### config.mk
export PLATFORM = sky130hd
export DESIGN_NAME = rgb_cmd_decoder_flat
export DESIGN_NICKNAME = d
export VERILOG_FILES = /design/src/rtl/rgb_cmd_decoder_pkg.sv /design/src/rtl/rgb_cmd_decoder_if.sv /design/src/rtl/rgb_cmd_decoder_timeout.sv /design/src/rtl/rgb_cmd_decoder.sv /design/src/flat_wrapper.sv
export SDC_FILE = /design/constraint.sdc
export NUM_CORES = 1
export LEC_CHECK = 0
export CORE_MARGIN = 8
export CORE_UTILIZATION = 48
export DETAILED_ROUTE_END_ITERATION = 8
export PLACE_DENSITY = 0.69
export SYNTH_ARGS = -nofsm -noshare
export SYNTH_HDL_FRONTEND = slang
export SYNTH_HIERARCHICAL = 1
export SYNTH_SLANG_ARGS = --single-unit
export TNS_END_PERCENT = 30
### constraint.sdc
create_clock -name clk -period 2.76 [get_ports clk]
set_input_delay 0.552 -clock clk [delete_from_list [all_inputs] [get_ports clk]]
set_output_delay 0.552 -clock clk [all_outputs]
set_load 0.02 [all_outputs]
### src/rtl/rgb_cmd_decoder_pkg.sv
// Shared types and helpers for the LED command frame decoder.
package rgb_cmd_pkg;

  typedef enum logic [2:0] {
    StIdle,
    StB1,
    StB2,
    StChk,
    StApply
  } state_e;

  localparam logic [7:0] HdrDefault = 8'hA5;
  localparam int unsigned FrameLen = 4;

  // Frame check byte: XOR of header and both payload bytes.
  function automatic logic [7:0] frame_chk(input logic [7:0] hdr,
                                           input logic [7:0] b1,
                                           input logic [7:0] b2);
    return hdr ^ b1 ^ b2;
  endfunction

endpackage

### src/rtl/rgb_cmd_decoder_if.sv
// Byte-stream handshake between the host front end and the command decoder.
interface rgb_cmd_decoder_if;

  logic [7:0] din;
  logic       dvalid;
  logic       dready;

  modport master (
    output din,
    output dvalid,
    input  dready
  );

  modport slave (
    input  din,
    input  dvalid,
    output dready
  );

endinterface

### src/rtl/rgb_cmd_decoder_timeout.sv
// Inter-byte idle counter; expire marks the idle cycle on which the count reaches TIMEOUT_CYC.
module rgb_cmd_timeout #(
  parameter int unsigned TIMEOUT_CYC = 27000
) (
  input  logic clk,
  input  logic rst,
  input  logic clr,
  input  logic en,
  output logic expire
);

  localparam int unsigned CntW = (TIMEOUT_CYC > 0) ? $clog2(TIMEOUT_CYC + 1) : 1;
  localparam logic [CntW-1:0] CntMax  = CntW'(TIMEOUT_CYC);
  localparam logic [CntW-1:0] CntLast = CntW'(TIMEOUT_CYC - 1);

  logic [CntW-1:0] cnt_q;

  always_ff @(posedge clk) begin
    if (rst || clr) begin
      cnt_q <= '0;
    end else if (en && (cnt_q != CntMax)) begin
      cnt_q <= cnt_q + 1'b1;
    end
  end

  // A byte accepted in the same cycle holds en low, so the byte wins over the timeout.
  assign expire = (TIMEOUT_CYC != 0) && en && (cnt_q == CntLast);

endmodule

### src/rtl/rgb_cmd_decoder.sv
// Parses A5/B1/B2/CHK command frames into LED parameter registers with a PARAMSOK strobe.
// Optional status outputs (frame_err, errcnt) are built when RGB_CMD_STATUS_EN is defined.
module rgb_cmd_decoder
  import rgb_cmd_pkg::*;
#(
  parameter logic [7:0]  HDR_BYTE    = HdrDefault,
  parameter int unsigned TIMEOUT_CYC = 27000,
  parameter logic [3:0]  RST_COLOR   = 4'h0,
  parameter logic [3:0]  RST_BRIGHT  = 4'h0
) (
  input  logic                clk,
  input  logic                rst,
  rgb_cmd_decoder_if.slave    bus,
  output logic [3:0]          rgbcolor,
  output logic [3:0]          brightness,
  output logic [3:0]          breathramp,
  output logic [3:0]          blinkrate,
  output logic                paramsok
`ifdef RGB_CMD_STATUS_EN
  ,
  output logic                frame_err,
  output logic [7:0]          errcnt
`endif
);

  state_e     state_q;
  logic [7:0] b1_q;
  logic [7:0] b2_q;
  logic       dready_q;
  logic       accept;
  logic       in_frame;
  logic       expire;
  logic       chk_bad;
  logic       drop;

  assign bus.dready = dready_q;
  assign accept     = bus.dvalid && dready_q;
  assign in_frame   = state_q inside {StB1, StB2, StChk};

  rgb_cmd_timeout #(
    .TIMEOUT_CYC (TIMEOUT_CYC)
  ) u_timeout (
    .clk    (clk),
    .rst    (rst),
    .clr    (!in_frame || accept),
    .en     (in_frame && !accept),
    .expire (expire)
  );

  assign chk_bad = (bus.din != frame_chk(HDR_BYTE, b1_q, b2_q));
  assign drop    = expire || ((state_q == StChk) && accept && chk_bad);

  always_ff @(posedge clk) begin
    if (rst) begin
      state_q    <= StIdle;
      b1_q       <= '0;
      b2_q       <= '0;
      dready_q   <= 1'b0;
      paramsok   <= 1'b0;
      rgbcolor   <= RST_COLOR;
      brightness <= RST_BRIGHT;
      breathramp <= 4'h0;
      blinkrate  <= 4'h0;
    end else begin
      paramsok <= 1'b0;
      dready_q <= 1'b1;
      if (expire) begin
        state_q <= StIdle;
        b1_q    <= '0;
        b2_q    <= '0;
      end else begin
        unique case (state_q)
          StIdle: begin
            // Non-header bytes between frames are dropped without flagging an error.
            if (accept && (bus.din == HDR_BYTE)) state_q <= StB1;
          end
          StB1: begin
            if (accept) begin
              b1_q    <= bus.din;
              state_q <= StB2;
            end
          end
          StB2: begin
            if (accept) begin
              b2_q    <= bus.din;
              state_q <= StChk;
            end
          end
          StChk: begin
            if (accept) begin
              if (chk_bad) begin
                state_q <= StIdle;
              end else begin
                // Outputs and strobe land together in the APPLY cycle.
                state_q                  <= StApply;
                dready_q                 <= 1'b0;
                paramsok                 <= 1'b1;
                {rgbcolor, brightness}   <= b1_q;
                {breathramp, blinkrate}  <= b2_q;
              end
            end
          end
          StApply: state_q <= StIdle;
          default: state_q <= StIdle;
        endcase
      end
    end
  end

`ifdef RGB_CMD_STATUS_EN
  always_ff @(posedge clk) begin
    if (rst) begin
      frame_err <= 1'b0;
      errcnt    <= 8'h00;
    end else begin
      frame_err <= drop;
      if (drop && (errcnt != 8'hFF)) errcnt <= errcnt + 8'h01;
    end
  end
`endif

endmodule

### src/flat_wrapper.sv
// flat-port wrapper written by rule: the top's interface ports become plain ports
module rgb_cmd_decoder_flat import rgb_cmd_pkg::*;
#(
  parameter logic [7:0]  HDR_BYTE    = HdrDefault,
  parameter int unsigned TIMEOUT_CYC = 27000,
  parameter logic [3:0]  RST_COLOR   = 4'h0,
  parameter logic [3:0]  RST_BRIGHT  = 4'h0
)
  (clk, rst, rgbcolor, brightness, breathramp, blinkrate, paramsok, bus_din, bus_dvalid, bus_dready);
  rgb_cmd_decoder_if bus_i ();
  input  logic clk;
  input  logic rst;
  output logic [3:0] rgbcolor;
  output logic [3:0] brightness;
  output logic [3:0] breathramp;
  output logic [3:0] blinkrate;
  output logic paramsok;
  input wire logic [$bits(bus_i.din)-1:0] bus_din;
  input wire logic [$bits(bus_i.dvalid)-1:0] bus_dvalid;
  output wire logic [$bits(bus_i.dready)-1:0] bus_dready;
  assign bus_i.din = bus_din;
  assign bus_i.dvalid = bus_dvalid;
  assign bus_dready = bus_i.dready;
  rgb_cmd_decoder #(.HDR_BYTE(HDR_BYTE), .TIMEOUT_CYC(TIMEOUT_CYC), .RST_COLOR(RST_COLOR), .RST_BRIGHT(RST_BRIGHT)) u_core (.clk(clk), .rst(rst), .bus(bus_i), .rgbcolor(rgbcolor), .brightness(brightness), .breathramp(breathramp), .blinkrate(blinkrate), .paramsok(paramsok));
endmodule
==> flow_summary.yaml <==
timing:
  fin_hold_ws_ns: 0.4757
  fin_skew_ns: 0.01219
  setup_violations: 0
  tightestPinTransition_ns: 0.4071
  maxSlewViolCount: 0
  setup_tns_ns: 0
  period_minus_slack_ns: 2.506
  hold_viol_final: 0
  fin_ws_ns: 0.2543
  fin_crit_sh: 0.9079
  relSlewSlack: 0.7249
  fmaxAchievable_mhz: 399.1
  rsz0062_at_grt: "false"
global_routing:
  grt_pass1_vias: 1742
  grt_pass1_wl_um: 8390
  grtUsageMet2: 0.2098
  met1_usage: 0.1848
  grt_busiest_layer: "met2"
  grt_overflow: 0
  grt_antenna_before_repair: 0
  track_usage: 0.1367
  gr-usage-met3: 0.03435
  grt_max_degree: 33
die:
  design.core.area_um2: 5075
  fp-row-count: 26
  initial_core_util: 0.4936
  die_w_um: 88.24
  dieArea_um2: 7786
  top_level_ports: 29
  die_height_um: 88.24
clocking:
  cts_tree: "built"
  cts_sinks: 52
  h-tree-depth: 2
  ctsHoldBuffers: 0
  cts-buffers-inserted: 5
  max-clock-path-buffers: 2
  clk-insertion-delay-late_ns: 0.31
  cts_setup_buffers: 0
  clk_pin_slew_ns: 0.10
  cts_resized: 0
  clock-root-buffer: "clkbuf_8"
pwr:
  p_seq_frac: 0.550
  leakage_nw: 1.012
  swShare: 0.2051
  peakVddDrop_mv: 0.2666
  p_comb_frac: 0.048
  switching_power_mw: 0.2801
  p_int_mw: 1.085
  p_total_mw: 1.365
  clkPwrFrac: 0.402
  p_per_area_nw_per_um2: 450.2
final_layout:
  drive_above_1_share: 0.1018
  nFillCells: 470
  fin_util: 0.5976
  diodes: 0
  nets: 297
  syn_to_final_growth_pct: 21.08
  postLayoutCellArea_um2: 3033
  mostFrequentLayoutCells: "dfxtp_1 (52), nand2b_1 (32), mux2i_1 (32)"
  final_common_cell: "dfxtp_1"
  final_cells: 355
synthesis:
  async_reset_ff_frac: 0
  yosysSeqAreaShare: 0.4156
  synth_edf_count: 0
  yosys.area.top_type: "dfxtp_1"
  netlist_instances: 251
  syn_area_per_cell_um2: 9.980
  syn_nets: 264
  synth_area_um2: 2505
  yosysUniqueCellTypes: 39
  yosysWarnings: 6
  ys_seq_elements: 52
  synthTopCellsByArea: "dfxtp_1 (42%), mux2i_1 (13%), nand2b_1 (8.0%), xnor3_1 (5.4%), nor2_1 (4.5%)"
  synth_top_area_frac: 0.4156
  synth-main-ff-cell: "dfxtp_1"
worst_setup_path:
  arrival_ns: 2.75
  worstPathMaxFanout: 17
  worstRegToRegCells: 5
  crit_path_start_kind: "input pin"
  rrSetupSlack_ns: 0.59
  worstPathRequired_ns: 3.00
  r2r-end: "u_core/brightness[3]$_SDFFE_PP0P_"
  critPathCaptureType: "flop"
  cp-startpoint: "bus_din[5]"
  crit_type: "input pin to flop"
  reg2reg_from: "u_core/b2_q[5]$_SDFFE_PP0P_"
routing:
  avgViaCountPerCell: 5.149
  first_pass_iters: 4
  via_count: 1828
  drc: 0
  antenna_left: 0
  wl_per_cell_um: 14.02
  drt_wl_total_um: 4978
  drtIter0Drc: 133
worst_hold_path:
  hold_class: "flop to flop"
  hold_end: "u_core/brightness[2]$_SDFFE_PP0P_"
  holdPathStages: 2
  worstHoldStart: "u_core/brightness[2]$_SDFFE_PP0P_"
flow_run:
  maxCapViolCount: 0
place:
  port_buffers: 28
  place_ws_ns: -0.06855
  dp_cells: 347
  dp_hpwl_um: 3531
  place.gp.congestion: 0.8318
  placed_cell_area_um2: 2912
status:
  status: "finished clean"
## layout make-up
cell class | count | area [um2] | share of cell area
inverter | 5 | 18.77 | 0.006188
timing repair buffer | 38 | 380.4 | 0.1254
tap | 70 | 87.58 | 0.02888
clock inverter | 2 | 38.79 | 0.01279
sequential | 52 | 1041 | 0.3432
multi-input combinational | 182 | 1384 | 0.4563
clock buffer | 6 | 82.58 | 0.02723
## registers in the layout, summed over array words and instances (netlist names)
name,cells
u_core/u_timeout/cnt_q,15
u_core/b1_q,8
u_core/b2_q,8
u_core/blinkrate,4
u_core/breathramp,4
u_core/brightness,4
u_core/rgbcolor,4
u_core/state_q,3
u_core/bus.dready,1
u_core/paramsok,1
## power by group through the flow
stage / sequential, mW / clock, mW / combinational (mW)
floorplan: 0.770 / 0 / 0.0278
global placement: 0.769 / 0 / 0.0657
detailed placement: 0.769 / 0 / 0.0658
CTS: 0.751 / 0.568 / 0.0664
global route: 0.752 / 0.604 / 0.0705
finish: 0.751 / 0.548 / 0.0660
## per-layer routing
layer | part of all wire | wire, um | up-vias
met1 | 0.51 | 2516 | 853
met5 | 0 | 0 | -
met4 | 0.010 | 51 | 0
li1 | - | - | 933
met3 | 0.051 | 252 | 6
met2 | 0.43 | 2158 | 36
## worst max path at each step
stage | endpoint | slack, ns | cells after the start
after floorplan | u_core/blinkrate[3]$_SDFFE_PP0P_ | 0.53 | 6
after global placement | u_core/brightness[2]$_SDFFE_PP0P_ | -0.005 | 6
after detailed placement | u_core/brightness[0]$_SDFFE_PP0P_ | -0.07 | 6
after CTS | u_core/brightness[3]$_SDFFE_PP0P_ | 0.26 | 6
after global routing | u_core/brightness[3]$_SDFFE_PP0P_ | 0.18 | 6
final | u_core/brightness[3]$_SDFFE_PP0P_ | 0.25 | 6
## cell families after synthesis
logic type	Yosys count	synth area share
xor+xnor	18	0.1079
mux	32	0.1279
simple gates	117	0.2667
fa+ha+maj	2	0.009988
buf+inv	17	0.03796
compound gates	13	0.03397
flops	52	0.4156
## cell usage after synthesis, types with 4 or more instances
| cell | number |
|---|---|
| nand3_1 | 10 |
| nand2b_1 | 32 |
| nor4_1 | 4 |
| xnor3_1 | 6 |
| or3_1 | 4 |
| nand2_1 | 10 |
| inv_1 | 5 |
| xor2_1 | 5 |
| dfxtp_1 | 52 |
| nor3_1 | 4 |
| clkbuf_1 | 9 |
| a21oi_1 | 6 |
| nor2_1 | 30 |
| xnor2_1 | 5 |
| mux2i_1 | 32 |
## critical path: stages
cell and delay (ns):
clkdlybuf4s50_1 0.54, xnor3_1 0.35, or4_4 0.57, nor4_4 0.32, buf_12 0.22, mux2i_1 0.20
Note: power is estimated with default switching activity, not from simulation.
